## config.mk

```make
export PLATFORM = sky130hd
export DESIGN_NAME = fetch_unit_flat
export DESIGN_NICKNAME = d
export VERILOG_FILES = /design/src/rtl/fetch_unit_pkg.sv /design/src/rtl/fetch_unit_if.sv /design/src/rtl/fetch_unit_return_stack.sv /design/src/rtl/fetch_unit.sv /design/src/flat_wrapper.sv
export SDC_FILE = /design/constraint.sdc
export NUM_CORES = 1
export LEC_CHECK = 0
export CAP_MARGIN = 40
export CORE_MARGIN = 1
export CORE_UTILIZATION = 49
export CTS_BUF_LIST = sky130_fd_sc_hd__clkbuf_16
export CTS_CLUSTER_SIZE = 28
export DETAILED_ROUTE_END_ITERATION = 6
export GPL_ROUTABILITY_DRIVEN = 0
export PLACE_DENSITY = 0.92
export SLEW_MARGIN = 20
export SYNTH_ARGS = -nofsm -noshare
export SYNTH_HDL_FRONTEND = slang
export SYNTH_SLANG_ARGS = --single-unit
```

## constraint.sdc

```tcl
create_clock -name clock -period 5.6 [get_ports clock]
set_input_delay 1.68 -clock clock [delete_from_list [all_inputs] [get_ports clock]]
set_output_delay 1.68 -clock clock [all_outputs]
set_load 0.02 [all_outputs]
```

## src/rtl/fetch_unit_pkg.sv

```systemverilog
// Shared constants for the fetch unit: next-PC select codes, call/return opcodes, FSM encoding.
package fetch_unit_pkg;

    localparam int XLEN = 32;

    typedef enum logic [1:0] {
        PC_NEXT = 2'b00,
        PC_JA   = 2'b01,
        PC_BTA  = 2'b10,
        PC_TOS  = 2'b11
    } pc_ctrl_e;

    typedef enum logic [1:0] {
        S_IDLE   = 2'b00,
        S_FETCH  = 2'b01,
        S_ISSUE  = 2'b10,
        S_UPDATE = 2'b11
    } fetch_state_e;

    localparam logic [5:0] OP_CALL = 6'b000011;
    localparam logic [5:0] OP_RET  = 6'b000100;

    function automatic logic [XLEN-1:0] sext16(input logic [15:0] v);
        return {{(XLEN - 16){v[15]}}, v};
    endfunction

endpackage

```

## src/rtl/fetch_unit_if.sv

```systemverilog
// Instruction-memory read port: request/address out of the fetch unit, ready/data back.
interface fetch_unit_if;
    import fetch_unit_pkg::*;

    logic            req;
    logic [XLEN-1:0] addr;
    logic            ready;
    logic [XLEN-1:0] data;

    modport master (output req, output addr, input ready, input data);
    modport slave  (input req, input addr, output ready, output data);

endinterface

```

## src/rtl/fetch_unit_return_stack.sv

```systemverilog
// Circular return-address stack; a push when full overwrites the oldest entry.
module return_stack
    import fetch_unit_pkg::*;
#(
    parameter int DEPTH = 4
) (
    input  logic            clock,
    input  logic            reset,
    input  logic            push,
    input  logic            pop,
    input  logic [XLEN-1:0] push_data,
    output logic            full,
    output logic            empty,
    output logic [XLEN-1:0] top
);

    localparam int PW = (DEPTH > 1) ? $clog2(DEPTH) : 1;
    localparam int CW = $clog2(DEPTH + 1);
    localparam logic [PW-1:0] LAST = PW'(DEPTH - 1);
    localparam logic [CW-1:0] CAP  = CW'(DEPTH);

    logic [XLEN-1:0] slots [DEPTH];
    logic [PW-1:0]   wp;
    logic [PW-1:0]   wp_inc;
    logic [PW-1:0]   wp_dec;
    logic [CW-1:0]   count;

    // wp is the next free slot; the newest entry sits just below it
    assign wp_inc = (wp == LAST) ? '0 : wp + PW'(1);
    assign wp_dec = (wp == '0) ? LAST : wp - PW'(1);
    assign full   = (count == CAP);
    assign empty  = (count == '0);
    assign top    = slots[wp_dec];

    always_ff @(posedge clock or posedge reset) begin
        if (reset) begin
            wp    <= '0;
            count <= '0;
        end else if (push) begin
            wp <= wp_inc;
            if (!full) begin
                count <= count + CW'(1);
            end
        end else if (pop && !empty) begin
            wp    <= wp_dec;
            count <= count - CW'(1);
        end
    end

    always_ff @(posedge clock) begin
        if (push) begin
            slots[wp] <= push_data;
        end
    end

endmodule

```

## src/rtl/fetch_unit.sv

```systemverilog
// Fetch unit: IDLE -> FETCH (holds im_req until im_ready) -> ISSUE (until ex_done) -> UPDATE (loads PC).
// instr_valid rises one cycle after im_ready; optional return stack enabled by FETCH_RAS_EN.
module fetch_unit
    import fetch_unit_pkg::*;
#(
    parameter logic [31:0] RESET_PC  = 32'h0,
    parameter int          RAS_DEPTH = 4
) (
    input  logic            clock,
    input  logic            reset,
    fetch_unit_if.master    im,
    output logic [XLEN-1:0] instr,
    output logic [5:0]      opcode,
    output logic            instr_valid,
    input  logic [1:0]      pc_control,
    input  logic            br_taken,
    input  logic            ex_done,
    input  logic [XLEN-1:0] tos_addr,
    output logic [XLEN-1:0] ret_addr,
    output logic [XLEN-1:0] pc
);

    if (RAS_DEPTH < 2) begin : g_bad_ras_depth
        $error("fetch_unit: RAS_DEPTH must be at least 2");
    end

    fetch_state_e    state;
    fetch_state_e    state_nxt;
    logic            fetch_req;
    logic [XLEN-1:0] pc_nxt;
    logic [XLEN-1:0] stack_ret;

    assign opcode   = instr[31:26];
    assign ret_addr = pc + 32'd1;
    assign im.req   = fetch_req;
    assign im.addr  = pc;

`ifdef FETCH_RAS_EN
    logic            ras_push;
    logic            ras_pop;
    logic            ras_full;
    logic            ras_empty;
    logic [XLEN-1:0] ras_top;

    assign ras_push = (state == S_UPDATE) && (opcode == OP_CALL);
    assign ras_pop  = (state == S_UPDATE) && (opcode == OP_RET);

    return_stack #(
        .DEPTH (RAS_DEPTH)
    ) u_return_stack (
        .clock     (clock),
        .reset     (reset),
        .push      (ras_push),
        .pop       (ras_pop),
        .push_data (ret_addr),
        .full      (ras_full),
        .empty     (ras_empty),
        .top       (ras_top)
    );

    // A RET on an empty stack falls back to the data-memory stack top
    assign stack_ret = (opcode == OP_RET && !ras_empty) ? ras_top : tos_addr;
`else
    assign stack_ret = tos_addr;
`endif

    always_comb begin
        pc_nxt = ret_addr;
        case (pc_ctrl_e'(pc_control))
            PC_NEXT: pc_nxt = ret_addr;
            PC_JA:   pc_nxt = {pc[31:26], instr[25:0]};
            PC_BTA:  pc_nxt = br_taken ? (ret_addr + sext16(instr[15:0])) : ret_addr;
            PC_TOS:  pc_nxt = stack_ret;
            default: pc_nxt = ret_addr;
        endcase
    end

    always_ff @(posedge clock or posedge reset) begin
        if (reset) begin
            state <= S_IDLE;
            pc    <= RESET_PC;
            instr <= '0;
        end else begin
            state <= state_nxt;
            if (state == S_FETCH && im.ready) begin
                instr <= im.data;
            end
            if (state == S_UPDATE) begin
                pc <= pc_nxt;
            end
        end
    end

    always_comb begin
        state_nxt   = state;
        fetch_req   = 1'b0;
        instr_valid = 1'b0;
        case (state)
            S_IDLE: begin
                state_nxt = S_FETCH;
            end
            S_FETCH: begin
                fetch_req = 1'b1;
                if (im.ready) begin
                    state_nxt = S_ISSUE;
                end
            end
            S_ISSUE: begin
                instr_valid = 1'b1;
                if (ex_done) begin
                    state_nxt = S_UPDATE;
                end
            end
            S_UPDATE: begin
                state_nxt = S_FETCH;
            end
            default: begin
                state_nxt = S_IDLE;
            end
        endcase
    end

endmodule

```

## src/flat_wrapper.sv

```systemverilog
// flat-port wrapper written by rule: the top's interface ports become plain ports
module fetch_unit_flat import fetch_unit_pkg::*;
#(
    parameter logic [31:0] RESET_PC  = 32'h0,
    parameter int          RAS_DEPTH = 4
)
  (clock, reset, instr, opcode, instr_valid, pc_control, br_taken, ex_done, tos_addr, ret_addr, pc, im_req, im_addr, im_ready, im_data);
  fetch_unit_if im_i ();
  input  logic clock;
  input  logic reset;
  output logic [XLEN-1:0] instr;
  output logic [5:0] opcode;
  output logic instr_valid;
  input  logic [1:0] pc_control;
  input  logic br_taken;
  input  logic ex_done;
  input  logic [XLEN-1:0] tos_addr;
  output logic [XLEN-1:0] ret_addr;
  output logic [XLEN-1:0] pc;
  output wire logic [$bits(im_i.req)-1:0] im_req;
  output wire logic [$bits(im_i.addr)-1:0] im_addr;
  input wire logic [$bits(im_i.ready)-1:0] im_ready;
  input wire logic [$bits(im_i.data)-1:0] im_data;
  assign im_req = im_i.req;
  assign im_addr = im_i.addr;
  assign im_i.ready = im_ready;
  assign im_i.data = im_data;
  fetch_unit #(.RESET_PC(RESET_PC), .RAS_DEPTH(RAS_DEPTH)) u_core (.clock(clock), .reset(reset), .im(im_i), .instr(instr), .opcode(opcode), .instr_valid(instr_valid), .pc_control(pc_control), .br_taken(br_taken), .ex_done(ex_done), .tos_addr(tos_addr), .ret_addr(ret_addr), .pc(pc));
endmodule
```

==> results.cfg, run 1 <==
[synth]
synth-seq-area-share_pct = 27.1
synthCells = 706
avgSynthCellArea_sq_um = 8.63
yosysUniqueCellTypes = 74
async_flop_share_pct = 100
synth-edff-count = 0
synth-seq-cells = 66
synth_top_area_share_pct = 27.1
yosysWarnings = 0
synthFlopType = dfrtp_1
synth.largest_area_cell = dfrtp_1
synth.area.top_cells = dfrtp_1 (27%), ha_1 (7.6%), mux2_2 (7.6%), buf_4 (4.8%), xnor2_1 (4.6%)
synthesis.area_sq_mm = 0.00609
syn_nets = 815
synth_commonest_cells = dfrtp_1 (66), nand2_1 (66), a21oi_1 (53)

[floorplan]
dieArea_sq_mm = 0.0129
dieWidth_um = 114
io_pins = 207
core_sq_mm = 0.0121
die_h_um = 114
num_rows = 40
start_util_pct = 50.5

[run]
maxCapViolCount = 0

[worst_setup_path]
critPathKind = register to primary output
path_cells = nand3_2, or4_4, nor2_1, nand3_1, xnor2_1, clkdlybuf4s50_1
required_ns = 3.92
cp_max_fo = 9
path_delay_family = simple AND/OR/NAND/NOR gates
crit_arrival_ns = 3.13
startpoint_type = register
crit_slowest_cell = clkdlybuf4s50_1
crit_start = u_core.im.addr[11]
timing.rr.start = u_core.im.addr[11]
crit_buf_inv = 1
max_stage_delay_ns = 0.67
crit_path_end_kind = primary output

[clock_network]
clock_path_buffers = 2
cts_buffers = 9
clkTransAtPathRegs_ns = 0.05
post_cts_buffers = 0
cts_hold_buf = 0
cts_resized = 0
insertion_delay_ns = 0.34
cts_tree = done
clock-sinks = 66
cts_root_buf = clkbuf_16
htree_levels = 3

[drt]
dr.pass1.iters = 6
vias_per_cell = 6.21
drc = 0
vias = 6474
drtIter0Drc = 717
wl_per_cell_um = 19.5
wl_um = 20300
ant_nets = 0

[grt]
first_global_vias = 6324
grt_max_degree = 39
gr-total-overflow = 0
antenna_found_initial = 0
grt_pass1_wl_um = 32500
track_usage_pct = 32.3

[timing]
setup_slack_ns = 0.789
finalHoldViolations = 0
clock-skew-final_ns = 0.00658
holdWs_ns = 0.539
setup_tns_ns = 0
max_freq_mhz = 208
final-max-slew-violation-count = 0
min_period_ns = 4.81
maxSlewHeadroom_pct = 48.5
setup_violations = 0
rsz0062_at_grt = false
fin_crit_sh_pct = 85.9
worstMarginPinSlew_ns = 0.767

[power]
leakagePower_nw = 3.39
peakVddDrop_uv = 401
design_power_total_w = 0.00625
powerDensity_mw_per_mm2 = 749

[finish]
multi_input_area_sq_mm = 0.00396
register_area_sq_mm = 0.00165
fill_cells = 936
diodes = 0
drive_gt1_share_pct = 10.2
layout.nets = 980
area_growth_pct = 37.0
fin_util_pct = 69.2

[min_path]
worstHoldStart = u_core.instr[31]
hp-class = register to register

[outcome]
status = complete, no violations

[placed_design]
io_buffers = 206
hpwlAfterDp_um = 15100
dp_slack_ns = 1.20
==> worst register-to-register path, delay by kind of cell, from the launching register on <==
kind | cells | cell delay [ns]
AO/OA/AOI/OAI | 6 | 1.38
XOR/XNOR | 1 | 0.28
adder cells (fa/ha/maj) | 1 | 0.35
flip-flops | 1 | 0.51
AND/OR/NAND/NOR | 5 | 1.80
==> path summary, 6_finish.rpt <==
kind | end | depth (start not counted) | slack (ns)
max | ret_addr[19] | 6 | 0.79
min | u_core.instr[31] | 1 | 0.54
max reg2reg | u_core.im.addr[30] | 13 | 1.15
min reg2reg | u_core.instr[31] | 1 | 0.54
max in group asynchronous | u_core.im.addr[17] | 3 | 3.40
min in group asynchronous | u_core.instr[31] | 2 | 1.56
==> cells in the final DEF, fill, tap and decap left out, drive strengths merged, types with 9 or more instances in the layout <==
master | netlist | routed
nor2 | 43 | 43
clkdlybuf4s50 | 0 | 206
xnor2 | 32 | 32
o21ai | 48 | 48
clkinv | 4 | 9
ha | 37 | 37
o22ai | 9 | 9
buf | 46 | 15
dfrtp | 66 | 66
clkbuf | 21 | 9
and3 | 10 | 10
mux2 | 41 | 41
nand3 | 24 | 24
a211oi | 11 | 11
xor2 | 15 | 15
inv | 19 | 20
a21oi | 54 | 54
nand2 | 66 | 66
a21o | 14 | 14
nor3 | 17 | 17
==> cell type report <==
type,count,share of cell area (%)
sequential,66,19.8
timing repair buffer,221,26.3
multi-input combinational,550,47.4
tap,168,2.52
inverter,23,1.03
clock inverter,6,0.315
clock buffer,9,2.70
==> layer usage <==
layer | GRT usage (%) | vias up | routed length, um
met3 | 8.34 | 70 | 2410
met5 | 0 | - | 0
met2 | 50.4 | 458 | 8930
met1 | 41.2 | 3021 | 8140
li1 | - | 2925 | -
met4 | 17.1 | 0 | 841
==> kinds of logic after synthesis <==
group / count (synthesis) / synth area share (%)
simple gates: 198 / 16.2
buf+inv: 90 / 7.97
mux: 52 / 10.4
flops: 66 / 27.1
xor+xnor: 48 / 7.15
compound gates: 214 / 23.2
fa+ha+maj: 38 / 7.93
==> registers in the layout, summed over array words and instances (netlist names) <==
register        flops
u_core.im.addr     32
u_core.state        2
u_core.instr       32
==> through the flow <==
step	std cells	cell area [sq um]
6_report	1043	8350
5_1_grt	1043	8350
3_5_place_dp	1027	8080
3_3_place_gp	1025	8060
2_1_floorplan	706	6090
4_1_cts	1042	8340
==> power by group <==
part           total, W  internal, W  switching (W)  leakage [nW]
Combinational   0.00465      0.00212        0.00253          2.49
Clock          0.000494     0.000289       0.000205         0.131
Sequential      0.00111     0.000721       0.000387         0.767
Total           0.00625      0.00313        0.00312          3.39
(Power assumes the default switching activity.)
==> run 2: changes to the inputs <==
- CELL_PAD_IN_SITES_DETAIL_PLACEMENT: not set -> 0
- CELL_PAD_IN_SITES_GLOBAL_PLACEMENT: not set -> 1
- CORE_UTILIZATION: 49 -> 37
- PLACE_DENSITY: 0.92 -> 0.95
==> run 2 against run 1 <==
Net effect: core utilization is 16 points lower; via count decreased by 2.1%; sequential power about the same; setup slack worse by 0.024 ns; critical endpoint is now ret_addr[21]; largest cell class unchanged; largest power group unchanged.
==> results.cfg, run 2 (synthesized netlist as in run 1, its figures left out) <==
[drt]
drtIter0Drc = 464
wl_um = 21700
drc = 0
dr.pass1.iters = 7
vias = 6336
ant_nets = 0
wl_per_cell_um = 19.9
vias_per_cell = 5.80

[worst_setup_path]
cp_max_fo = 9
required_ns = 3.92
startpoint_type = register
crit_arrival_ns = 3.15
crit_path_end_kind = primary output
critPathKind = register to primary output

[floorplan]
start_util_pct = 38.1
dieWidth_um = 130
io_pins = 207
num_rows = 46
dieArea_sq_mm = 0.0170
core_sq_mm = 0.0160
die_h_um = 130

[finish]
fill_cells = 1551
diodes = 0
fin_util_pct = 52.8
final_cell_mix = clkdlybuf4s50_1 (206), nand2_1 (66), dfrtp_1 (66)
layout.cells.most_common = clkdlybuf4s50_1
drive_gt1_share_pct = 10.4
area_growth_pct = 38.7
layout.nets = 982

[clock_network]
cts_resized = 0
post_cts_buffers = 0
cts_hold_buf = 0
clock_path_buffers = 2
cts_root_buf = clkbuf_16
cts_buffers = 9
htree_levels = 3
clkTransAtPathRegs_ns = 0.06
clock-sinks = 66
insertion_delay_ns = 0.35
cts_tree = done

[grt]
met1_usage_pct = 35.6
grt.met2_usage_pct = 41.6
track_usage_pct = 26.4
grt_max_degree = 38
grt.met3_usage_pct = 5.04
first_global_vias = 6114
antenna_found_initial = 0
gr-total-overflow = 0
busiest_layer = met2
grt_pass1_wl_um = 33800

[timing]
min_period_ns = 4.83
clock-skew-final_ns = 0.00867
max_freq_mhz = 207
setup_tns_ns = 0
fin_crit_sh_pct = 86.3
final-max-slew-violation-count = 0
rsz0062_at_grt = false
finalHoldViolations = 0
holdWs_ns = 0.534
worstMarginPinSlew_ns = 0.761
maxSlewHeadroom_pct = 48.9
setup_slack_ns = 0.765
setup_violations = 0

[power]
p_switching_w = 0.00314
peakVddDrop_uv = 413
leakagePower_nw = 3.41
netSwitchingFraction_pct = 49.6
combPwrFrac_pct = 73.9
p_int_w = 0.00320
seqPwrFrac_pct = 17.2
clockPowerShare_pct = 8.9
powerDensity_mw_per_mm2 = 750

[outcome]
status = complete, no violations

[placed_design]
hpwlAfterDp_um = 16000
dp_slack_ns = 1.14
io_buffers = 206

[run]
maxCapViolCount = 0

[min_path]
hp-class = register to register
-- run 2: metrics by stage --
step	total power [W]	area, sq um	instances
3_3_place_gp	0.00565	8140	1076
2_1_floorplan	0.00416	6090	706
3_5_place_dp	0.00570	8160	1077
5_1_grt	0.00679	8450	1093
4_1_cts	0.00630	8440	1092
6_report	0.00634	8450	1093
-- run 2: cell type report --
type                    count  area [sq um]  share of cell area (%)
inverters                  23          86.3                    1.02
repair buffers            223          2210                    26.1
flip-flops and latches     66          1650                    19.5
clock buffers               9           225                    2.67
clock inverters             6          51.3                   0.607
well taps                 216           270                    3.20
multi-input cells         550          3960                    46.8
-- run 2: power by group through the flow --
stage	clock [W]	sequential [W]	combinational, W
global placement	0	0.00111	0.00453
finish	0.000564	0.00109	0.00468
detailed placement	0	0.00112	0.00458
global route	0.000582	0.00114	0.00506
floorplan	0	0.00127	0.00289
CTS	0.000567	0.00111	0.00462
-- run 2: final timing paths --
kind	slack [ns]	start	depth (start not counted)	endpoint
max in group asynchronous	3.19	reset	3	u_core.im.addr[18]
min	0.53	u_core.instr[19]	1	u_core.instr[19]
max reg2reg	1.22	u_core.im.addr[11]	13	u_core.im.addr[30]
max	0.77	u_core.im.addr[11]	6	ret_addr[21]
min in group asynchronous	1.70	reset	2	u_core.im.addr[24]
min reg2reg	0.53	u_core.instr[19]	1	u_core.instr[19]
-- run 2: routing by layer --
layer	up-vias	routed length [um]	part of all wire, %
met5	-	0	0
met4	0	585	2.7
met3	43	2110	9.7
met2	365	9680	45
met1	3016	9340	43
li1	2912	-	-
-- run 2: worst max-delay path, stage by stage (launching register included) --
cell	delay, ns
dfrtp_1	0.51
nand3_2	0.16
or4_4	0.63
nor2_1	0.35
nand2_1	0.13
xnor2_1	0.34
clkdlybuf4s50_1	0.68
==> run 3: changes to the inputs <==
- SLEW_MARGIN: 20 -> not set
==> run 3 against run 2 <==
Net effect: cell count about the same; die area unchanged; clock power down 0.7%; combinational power about the same; non-clock buffer count down 1; sequential power about the same.
==> results.cfg, run 3 (synthesized netlist as in run 1, its figures left out) <==
[drt]
drc = 0
dr.pass1.iters = 7
ant_nets = 0
vias = 6340
wl_per_cell_um = 19.9
vias_per_cell = 5.81
wl_um = 21800
drtIter0Drc = 575

[floorplan]
dieArea_sq_mm = 0.0170
num_rows = 46
core_sq_mm = 0.0160
dieWidth_um = 130
start_util_pct = 38.1
die_h_um = 130
io_pins = 207

[finish]
drive_gt1_share_pct = 10.3
layout.cells.most_common = clkdlybuf4s50_1
fill_cells = 1552
register_area_sq_mm = 0.00165
multi_input_area_sq_mm = 0.00396
final_cell_mix = clkdlybuf4s50_1 (206), nand2_1 (66), dfrtp_1 (66)
layout.nets = 981
diodes = 0
area_growth_pct = 38.4

[worst_setup_path]
critPathKind = register to primary output
required_ns = 3.92
crit_start = u_core.im.addr[11]
crit_path_end_kind = primary output
crit_arrival_ns = 3.14
r2r_end = u_core.im.addr[30]
r2r_slack_ns = 1.18
startpoint_type = register
endpoint = ret_addr[21]
timing.rr.start = u_core.im.addr[11]
rr_worst_depth = 13
cp_max_fo = 9

[power]
leakagePower_nw = 3.41
netSwitchingFraction_pct = 49.6
seqPwrFrac_pct = 17.6
clockPowerShare_pct = 8.9
p_int_w = 0.00319
p_switching_w = 0.00314
combPwrFrac_pct = 73.5
powerDensity_mw_per_mm2 = 750
peakVddDrop_uv = 414

[clock_network]
cts_tree = done
clkTransAtPathRegs_ns = 0.06
cts_hold_buf = 0
clock_path_buffers = 2
clock-sinks = 66
insertion_delay_ns = 0.35
cts_resized = 0
cts_buffers = 9
cts_root_buf = clkbuf_16
post_cts_buffers = 0
htree_levels = 3

[grt]
first_global_vias = 6114
gr-total-overflow = 0
grt_max_degree = 38
antenna_found_initial = 0
grt_pass1_wl_um = 33800
track_usage_pct = 26.4

[timing]
finalHoldViolations = 0
min_period_ns = 4.82
clock-skew-final_ns = 0.00984
setup_violations = 0
setup_slack_ns = 0.784
fin_crit_sh_pct = 86.0
rsz0062_at_grt = false
final-max-slew-violation-count = 0
maxSlewHeadroom_pct = 45.3
setup_tns_ns = 0
worstMarginPinSlew_ns = 0.821
max_freq_mhz = 208

[outcome]
status = complete, no violations

[placed_design]
io_buffers = 206
hpwlAfterDp_um = 16000
dp_slack_ns = 1.14

[run]
maxCapViolCount = 0

[min_path]
hp-class = register to register
==> run 3: cell count changes in the layout (fill, tap and decap cells not counted) <==
cell | previous run | this run
buf_8 | 1 | 0
==> run 3: critical path, cell delays in order (launching register included) <==
cell and delay (ns):
dfrtp_1 0.51, nand3_2 0.15, or4_4 0.62, nor2_1 0.35, nand2_1 0.13, xnor2_1 0.33
clkdlybuf4s50_1 0.68
==> run 3: how the worst min path moves through the flow <==
stage / startpoint / to / slack (ns) / depth (start not counted)
floorplan: u_core.state[1] / u_core.state[1] / 0.50 / 2
CTS: u_core.instr[31] / u_core.instr[31] / 0.54 / 1
global placement: u_core.instr[31] / u_core.instr[31] / 0.52 / 1
detailed placement: u_core.instr[26] / u_core.instr[26] / 0.52 / 1
finish: u_core.instr[19] / u_core.instr[19] / 0.53 / 1
global route: u_core.instr[19] / u_core.instr[19] / 0.55 / 1
==> run 3: layer usage <==
metal	global-route usage [%]	vias up	wire, um
met1	35.6	3019	9400
met5	0	-	0
met3	5.04	44	2110
li1	-	2916	-
met4	10.0	0	582
met2	41.6	361	9680
==> run 3: stage by stage <==
step | hold WS [ns] | util [%] | total power [W] | cells | instance area [sq um]
floorplan | 0.500 | - | 0.00416 | 706 | 6090
global placement | 0.517 | 50.9 | 0.00565 | 1076 | 8140
detailed placement | 0.523 | 51.0 | 0.00570 | 1077 | 8160
CTS | 0.540 | 52.7 | 0.00630 | 1092 | 8440
global route | 0.555 | 52.7 | 0.00677 | 1092 | 8440
finish | 0.534 | 52.7 | 0.00633 | 1092 | 8440
==> run 3: power by group through the flow <==
stage / Combinational (W) / Sequential, W / Clock [W]
after floorplan: 0.00289 / 0.00127 / 0
after global placement: 0.00453 / 0.00111 / 0
after detailed placement: 0.00458 / 0.00112 / 0
after CTS: 0.00462 / 0.00111 / 0.000567
after global routing: 0.00502 / 0.00117 / 0.000582
final: 0.00465 / 0.00111 / 0.000560
==> run 3: layout make-up <==
class	instances	share of cell area (%)
clock buffer	9	2.67
sequential	66	19.6
inverter	23	1.02
multi-input combinational	550	46.9
tap	216	3.20
clock inverter	6	0.608
timing repair buffer	222	26.0
